===== src/rtl/seq_pkg.sv =====
`default_nettype none
// ----------------------------------------------------------------------------
// seq_pkg : shared pattern constants and TX state encoding for seq_pattern_tx
// Rev 1.0
// ----------------------------------------------------------------------------
package seq_pkg;

  localparam int                 PAT_LEN = 4;
  localparam logic [PAT_LEN-1:0] PATTERN = 4'b1011;

  typedef enum logic [1:0] {
    IDLE  = 2'd0,
    SHIFT = 2'd1,
    GAP   = 2'd2
  } tx_state_t;

endpackage
`default_nettype wire


===== src/rtl/seq_match_tracker.sv =====
`default_nettype none
// ----------------------------------------------------------------------------
// seq_match_tracker : overlapping PATTERN detector on a qualified bit stream
// Rev 1.0
// ----------------------------------------------------------------------------
module seq_match_tracker
  import seq_pkg::*;
#(
  parameter int CNT_W = 16
) (
  input  logic             clk,
  input  logic             rstn,
  input  logic             bit_valid,
  input  logic             bit_in,
  input  logic             clr_cnt,
  output logic             exp_match,
  output logic [CNT_W-1:0] match_cnt
);

  localparam logic [CNT_W-1:0] CNT_MAX = {CNT_W{1'b1}};

  // Only the older PAT_LEN-1 bits are stored; the incoming bit completes the window.
  logic [PAT_LEN-2:0] r_hist;
  logic [PAT_LEN-1:0] w_window;

  assign w_window = {r_hist, bit_in};

  always_ff @(posedge clk or negedge rstn) begin
    if (!rstn) begin
      r_hist    <= '0;
      exp_match <= 1'b0;
    end else begin
      exp_match <= bit_valid && (w_window == PATTERN);
      if (bit_valid) begin
        r_hist <= w_window[PAT_LEN-2:0];
      end
    end
  end

  always_ff @(posedge clk or negedge rstn) begin
    if (!rstn) begin
      match_cnt <= '0;
    end else if (clr_cnt) begin
      match_cnt <= '0;
    end else if (exp_match && (match_cnt != CNT_MAX)) begin
      match_cnt <= match_cnt + CNT_W'(1);
    end
  end

endmodule
`default_nettype wire


===== src/rtl/seq_pattern_tx.sv =====
`default_nettype none
// ----------------------------------------------------------------------------
// seq_pattern_tx : MSB-first word serializer with golden 1011 match tracking
// Rev 1.0
// ----------------------------------------------------------------------------
module seq_pattern_tx
  import seq_pkg::*;
#(
  parameter int WIDTH      = 8,
  parameter int GAP_CYCLES = 0,
  parameter int CNT_W      = 16
) (
  input  logic             clk,
  input  logic             rstn,
  input  logic             in_valid,
  output logic             in_ready,
  input  logic [WIDTH-1:0] in_data,
  output logic             ser_out,
  output logic             ser_valid,
  output logic             busy,
  output logic             exp_match,
  output logic [CNT_W-1:0] match_cnt,
  input  logic             clr_cnt
);

  localparam int               IDX_W      = (WIDTH > 1) ? $clog2(WIDTH) : 1;
  localparam int               GAP_W      = (GAP_CYCLES > 1) ? $clog2(GAP_CYCLES) : 1;
  localparam logic [IDX_W-1:0] IDX_TOP    = IDX_W'(WIDTH - 1);
  localparam logic [GAP_W-1:0] GAP_TOP    = GAP_W'((GAP_CYCLES > 0) ? GAP_CYCLES - 1 : 0);
  localparam logic             NO_GAP     = (GAP_CYCLES == 0);
  localparam logic             LOAD_READY = NO_GAP && (WIDTH == 1);

  tx_state_t        r_state;
  logic [IDX_W-1:0] r_idx;
  logic [GAP_W-1:0] r_gap;
  logic [WIDTH-1:0] r_shift;

  logic w_accept;
  logic w_last;
  logic w_nxt_valid;
  logic w_nxt_bit;

  assign w_accept    = in_valid && in_ready;
  assign w_last      = (r_state == SHIFT) && (r_idx == '0);
  assign w_nxt_valid = w_accept || ((r_state == SHIFT) && !w_last);
  // r_shift is kept MSB-aligned: its top bit is always the next bit to send.
  assign w_nxt_bit   = w_accept ? in_data[WIDTH-1] : (w_nxt_valid && r_shift[WIDTH-1]);

  always_ff @(posedge clk or negedge rstn) begin
    if (!rstn) begin
      r_state   <= IDLE;
      r_idx     <= '0;
      r_gap     <= '0;
      r_shift   <= '0;
      in_ready  <= 1'b1;
      ser_out   <= 1'b0;
      ser_valid <= 1'b0;
      busy      <= 1'b0;
    end else begin
      ser_out   <= w_nxt_bit;
      ser_valid <= w_nxt_valid;
      // in_ready is only high in IDLE or on a gapless final bit, so accept
      // always (re)starts a word regardless of the current state.
      if (w_accept) begin
        r_state  <= SHIFT;
        r_idx    <= IDX_TOP;
        r_shift  <= in_data << 1;
        in_ready <= LOAD_READY;
        busy     <= 1'b1;
      end else begin
        case (r_state)
          IDLE: begin
            in_ready <= 1'b1;
            busy     <= 1'b0;
          end
          SHIFT: begin
            if (!w_last) begin
              r_idx    <= r_idx - IDX_W'(1);
              r_shift  <= r_shift << 1;
              in_ready <= NO_GAP && (r_idx == IDX_W'(1));
            end else if (NO_GAP) begin
              r_state  <= IDLE;
              in_ready <= 1'b1;
              busy     <= 1'b0;
            end else begin
              r_state  <= GAP;
              r_gap    <= GAP_TOP;
              in_ready <= 1'b0;
            end
          end
          GAP: begin
            if (r_gap == '0) begin
              r_state  <= IDLE;
              in_ready <= 1'b1;
              busy     <= 1'b0;
            end else begin
              r_gap <= r_gap - GAP_W'(1);
            end
          end
          default: begin
            r_state  <= IDLE;
            in_ready <= 1'b1;
            busy     <= 1'b0;
          end
        endcase
      end
    end
  end

  // The tracker sees the bit being registered, so exp_match lands with ser_out.
  seq_match_tracker #(
    .CNT_W(CNT_W)
  ) u_tracker (
    .clk      (clk),
    .rstn     (rstn),
    .bit_valid(w_nxt_valid),
    .bit_in   (w_nxt_bit),
    .clr_cnt  (clr_cnt),
    .exp_match(exp_match),
    .match_cnt(match_cnt)
  );

endmodule
`default_nettype wire


===== config.mk =====
export PLATFORM = sky130hd
export DESIGN_NAME = seq_pattern_tx
export DESIGN_NICKNAME = d
export VERILOG_FILES = /design/src/rtl/seq_pkg.sv /design/src/rtl/seq_match_tracker.sv /design/src/rtl/seq_pattern_tx.sv
export SDC_FILE = /design/constraint.sdc
export NUM_CORES = 1
export LEC_CHECK = 0
export CAP_MARGIN = 20
export CELL_PAD_IN_SITES_DETAIL_PLACEMENT = 1
export CELL_PAD_IN_SITES_GLOBAL_PLACEMENT = 2
export CORE_MARGIN = 8
export CORE_UTILIZATION = 28
export DETAILED_ROUTE_END_ITERATION = 8
export HOLD_SLACK_MARGIN = 0.08
export PLACE_DENSITY = 0.72
export SLEW_MARGIN = 20
export SYNTH_ARGS = -nofsm -noshare
export SYNTH_HDL_FRONTEND = slang
export SYNTH_SLANG_ARGS = --single-unit

===== constraint.sdc =====
create_clock -name clk -period 1.8 [get_ports clk]
set_clock_uncertainty 0.15 [all_clocks]
set_input_delay 0.36 -clock clk [delete_from_list [all_inputs] [get_ports clk]]
set_output_delay 0.36 -clock clk [all_outputs]
set_load 0.02 [all_outputs]

==> out/qor.yml <==
run_status: "complete, but fails checks"
violations: "negative setup slack"
netlist_area_um2: 1700
ant_nets: 0
seqPwrFrac_pct: 41.9
path_class: "reg -> reg"
grt_max_degree: 36
start_util_pct: 28.9
clock-root-buffer: "clkbuf_8"
fmax_mhz: 526
seq_area_frac_synth_pct: 51.6
drv_slew: 0
syn_inst: 175
cts_buffers: 5
synth_area_per_cell_um2: 9.71
portBuffers: 32
die_height_um: 93.9
worst_slew_pin_slew_ns: 0.387
syn_to_final_growth_pct: 46.4
setup.worst_path.end_class: "flop"
overflow: 0
dp_cells: 307
worst_slack_ns: -0.101
postCtsSetupRepairBufs: 0
setup_viol: 3
pre_cts_ws_ns: -0.0581
cts_hold_buf: 0
std_cell_rows: 28
cts.sinks: 35
fin_setup_tns_ns: -0.184
clkLatencyLatePin_ns: 0.29
synthesis.nets: 191
power_mw: 2.63
p_clk_share_pct: 28.2
max_cap_viol_count: 0
coreArea_um2: 5890
rrSetupSlack_ns: -0.10
grt.total_usage_pct: 11.7
combPwrFrac_pct: 30.0
critPathRequiredTime_ns: 1.86
drive_gt1_share_pct: 29.6
regToRegEndpoint: "u_tracker.match_cnt[15]"
grt_pass1_wl_um: 8270
internal_power_mw: 1.78
rr_worst_depth: 4
via_per_inst: 5.10
p_sw_share_pct: 32.1
p_sw_mw: 0.844
floorplan.die_area_um2: 8820
hp-class: "in -> async"
dr.pass1.iters: 4
yosysWarnings: 0
hold_viol: 0
htree_levels: 2
wire_per_inst_um: 15.9
vias: 1605
chipWidth_um: 93.9
arrival_ns: 1.97
drt_wl_total_um: 5020
clk_path_buf_depth: 2
antenna_cells: 0
hpwlAfterDp_um: 3770
crit_path_max_fanout: 6
period_share_pct: 106
ys_types: 37
grt_pass1_vias: 1749
drt_drc_violations_left: 0
min_period_ns: 1.90
ys_ff_latch: 35
start_kind: "flop"
antenna_found_initial: 0
worstReg2RegStart: "u_tracker.match_cnt[5]"
place_congestion: 0.824
peakVddDrop_v: 0.000530
cts_tree: "yes"
layout.nets: 255
clk_pin_slew_ns: 0.08
ios: 33
rsz0062_at_grt: "yes"
pwr_density_cell_nw_per_um2: 1060
p_leak_nw: 1.13
relSlewSlack_pct: 74.1
drtIter0Drc: 95
final_cells: 315
==> power groups by stage <==
| stage | Sequential [mW] | Clock [mW] | Combinational (mW) |
|---|---|---|---|
| final | 1.10 | 0.740 | 0.788 |
| after floorplan | 1.15 | 0 | 0.435 |
| after global placement | 1.10 | 0 | 0.788 |
| after global routing | 1.13 | 0.802 | 0.899 |
| after detailed placement | 1.12 | 0 | 0.818 |
| after CTS | 1.10 | 0.773 | 0.811 |
==> routing by layer <==
metal	global-route usage [%]	vias to the layer above	share of wire (%)
li1	-	764	-
met1	12.2	804	40
met2	21.6	32	53
met3	3.92	5	6.0
met4	3.30	0	1.0
met5	0	-	0
==> cells in the final DEF, fill, tap and decap left out, types with 2 or more instances in the layout <==
| cell | n |
|---|---|
| and3_1 | 2 |
| ha_1 | 4 |
| a21oi_1 | 10 |
| nand3_1 | 4 |
| or4_4 | 2 |
| nand2_1 | 27 |
| a21oi_2 | 3 |
| dfrtp_2 | 13 |
| dfrtp_1 | 21 |
| o41ai_1 | 3 |
| nor2b_1 | 3 |
| mux2_2 | 4 |
| nor4_1 | 2 |
| a31oi_1 | 7 |
| nor2_1 | 12 |
| or3_1 | 3 |
| or4_1 | 5 |
| clkbuf_8 | 6 |
| o21a_1 | 2 |
| clkdlybuf4s50_1 | 13 |
| dlygate4sd2_1 | 18 |
| nand4_1 | 4 |
| o31ai_1 | 5 |
| inv_1 | 7 |
| o21ai_0 | 6 |
| buf_4 | 31 |
| nand3_2 | 2 |
==> registers in the layout, indices dropped and copies added, names as in the netlist <==
signal               cells
ser_valid                1
u_tracker.match_cnt     16
in_ready                 1
r_idx                    3
r_shift                  7
ser_out                  1
u_tracker.exp_match      1
u_tracker.r_hist         3
r_state                  1
busy                     1
==> cell usage after synthesis <==
library cell	instances	share of area [%]
a21boi_0	1	0.44
mux2_2	4	2.7
inv_1	7	1.5
dfrtp_1	34	50
a21oi_1	13	3.8
nand2_1	28	6.2
nand3b_1	1	0.44
nand4_1	4	1.5
a31oi_1	7	2.6
nand4_2	1	0.74
o21a_1	2	0.88
nor2_1	12	2.7
buf_4	1	0.44
dfstp_2	1	1.5
and3_1	2	0.74
ha_1	4	2.9
o211ai_1	1	0.44
o31a_1	1	0.52
nand3_1	7	2.1
dlygate4sd1_1	1	0.52
o41ai_1	3	1.5
nor3b_1	1	0.44
nor2b_1	3	1.1
and2_1	1	0.37
o21ai_1	1	0.29
o31ai_1	5	2.2
or4_1	6	2.7
or4_4	1	0.66
clkbuf_1	4	0.88
or3_1	3	1.1
mux2i_1	1	0.59
buf_6	1	0.66
nor4_1	3	1.1
o21ai_0	7	2.1
xor2_1	1	0.52
and4_2	1	0.59
o311ai_0	1	0.52
==> through the flow <==
| stage | utilization (%) | cell area [um^2] | hold slack (ns) |
|---|---|---|---|
| 6_report | 42.3 | 2490 | 0.300 |
| 5_1_grt | 42.3 | 2490 | 0.331 |
| 4_1_cts | 41.6 | 2450 | 0.315 |
| 3_5_place_dp | 39.9 | 2350 | 0.332 |
| 3_3_place_gp | 39.9 | 2350 | 0.313 |
| 2_1_floorplan | - | 1720 | -0.0856 |
==> worst max-delay path, cell delays in order (launching register included) <==
cell and delay (ns):
dfrtp_2 0.40, nand4_2 0.16, or4_4 0.49, or4_1 0.49
a21oi_1 0.13
==> final cells by class <==
| type | instances | area, um^2 |
|---|---|---|
| clock buffers | 6 | 82.6 |
| fillers | 688 | 3400 |
| flip-flops and latches | 35 | 893 |
| clock inverters | 2 | 35.0 |
| repair buffers | 64 | 553 |
| inverters | 7 | 26.3 |
| well taps | 75 | 93.8 |
| multi-input cells | 126 | 803 |
==> what timing repair did <==
action / 4_1_cts / 5_1_grt
endpoints found under the setup margin: 24 / 25
resized for setup: 19 / 10
cloned: 0 / 0
==> cells by family after synthesis <==
| family | synth area share, % |
|---|---|
| buffers and inverters | 4.05 |
| XOR/XNOR | 0.516 |
| flip-flops | 51.6 |
| adder cells (fa/ha/maj) | 2.95 |
| AO/OA/AOI/OAI | 15.3 |
| AND/OR/NAND/NOR | 22.3 |
| multiplexers | 3.24 |
==> worst max path at each step <==
stage / start / to / cells past startpoint / slack (ns)
floorplan: u_tracker.match_cnt[7] / u_tracker.match_cnt[15] / 4 / -0.05
detailed placement: u_tracker.match_cnt[8] / u_tracker.match_cnt[15] / 4 / -0.06
finish: u_tracker.match_cnt[5] / u_tracker.match_cnt[15] / 4 / -0.10
global route: u_tracker.match_cnt[5] / u_tracker.match_cnt[15] / 4 / -0.14
CTS: u_tracker.match_cnt[8] / u_tracker.match_cnt[15] / 4 / -0.08
global placement: u_tracker.match_cnt[8] / u_tracker.match_cnt[15] / 4 / 0.002
No activity file was read; power rests on OpenSTA's default activity.
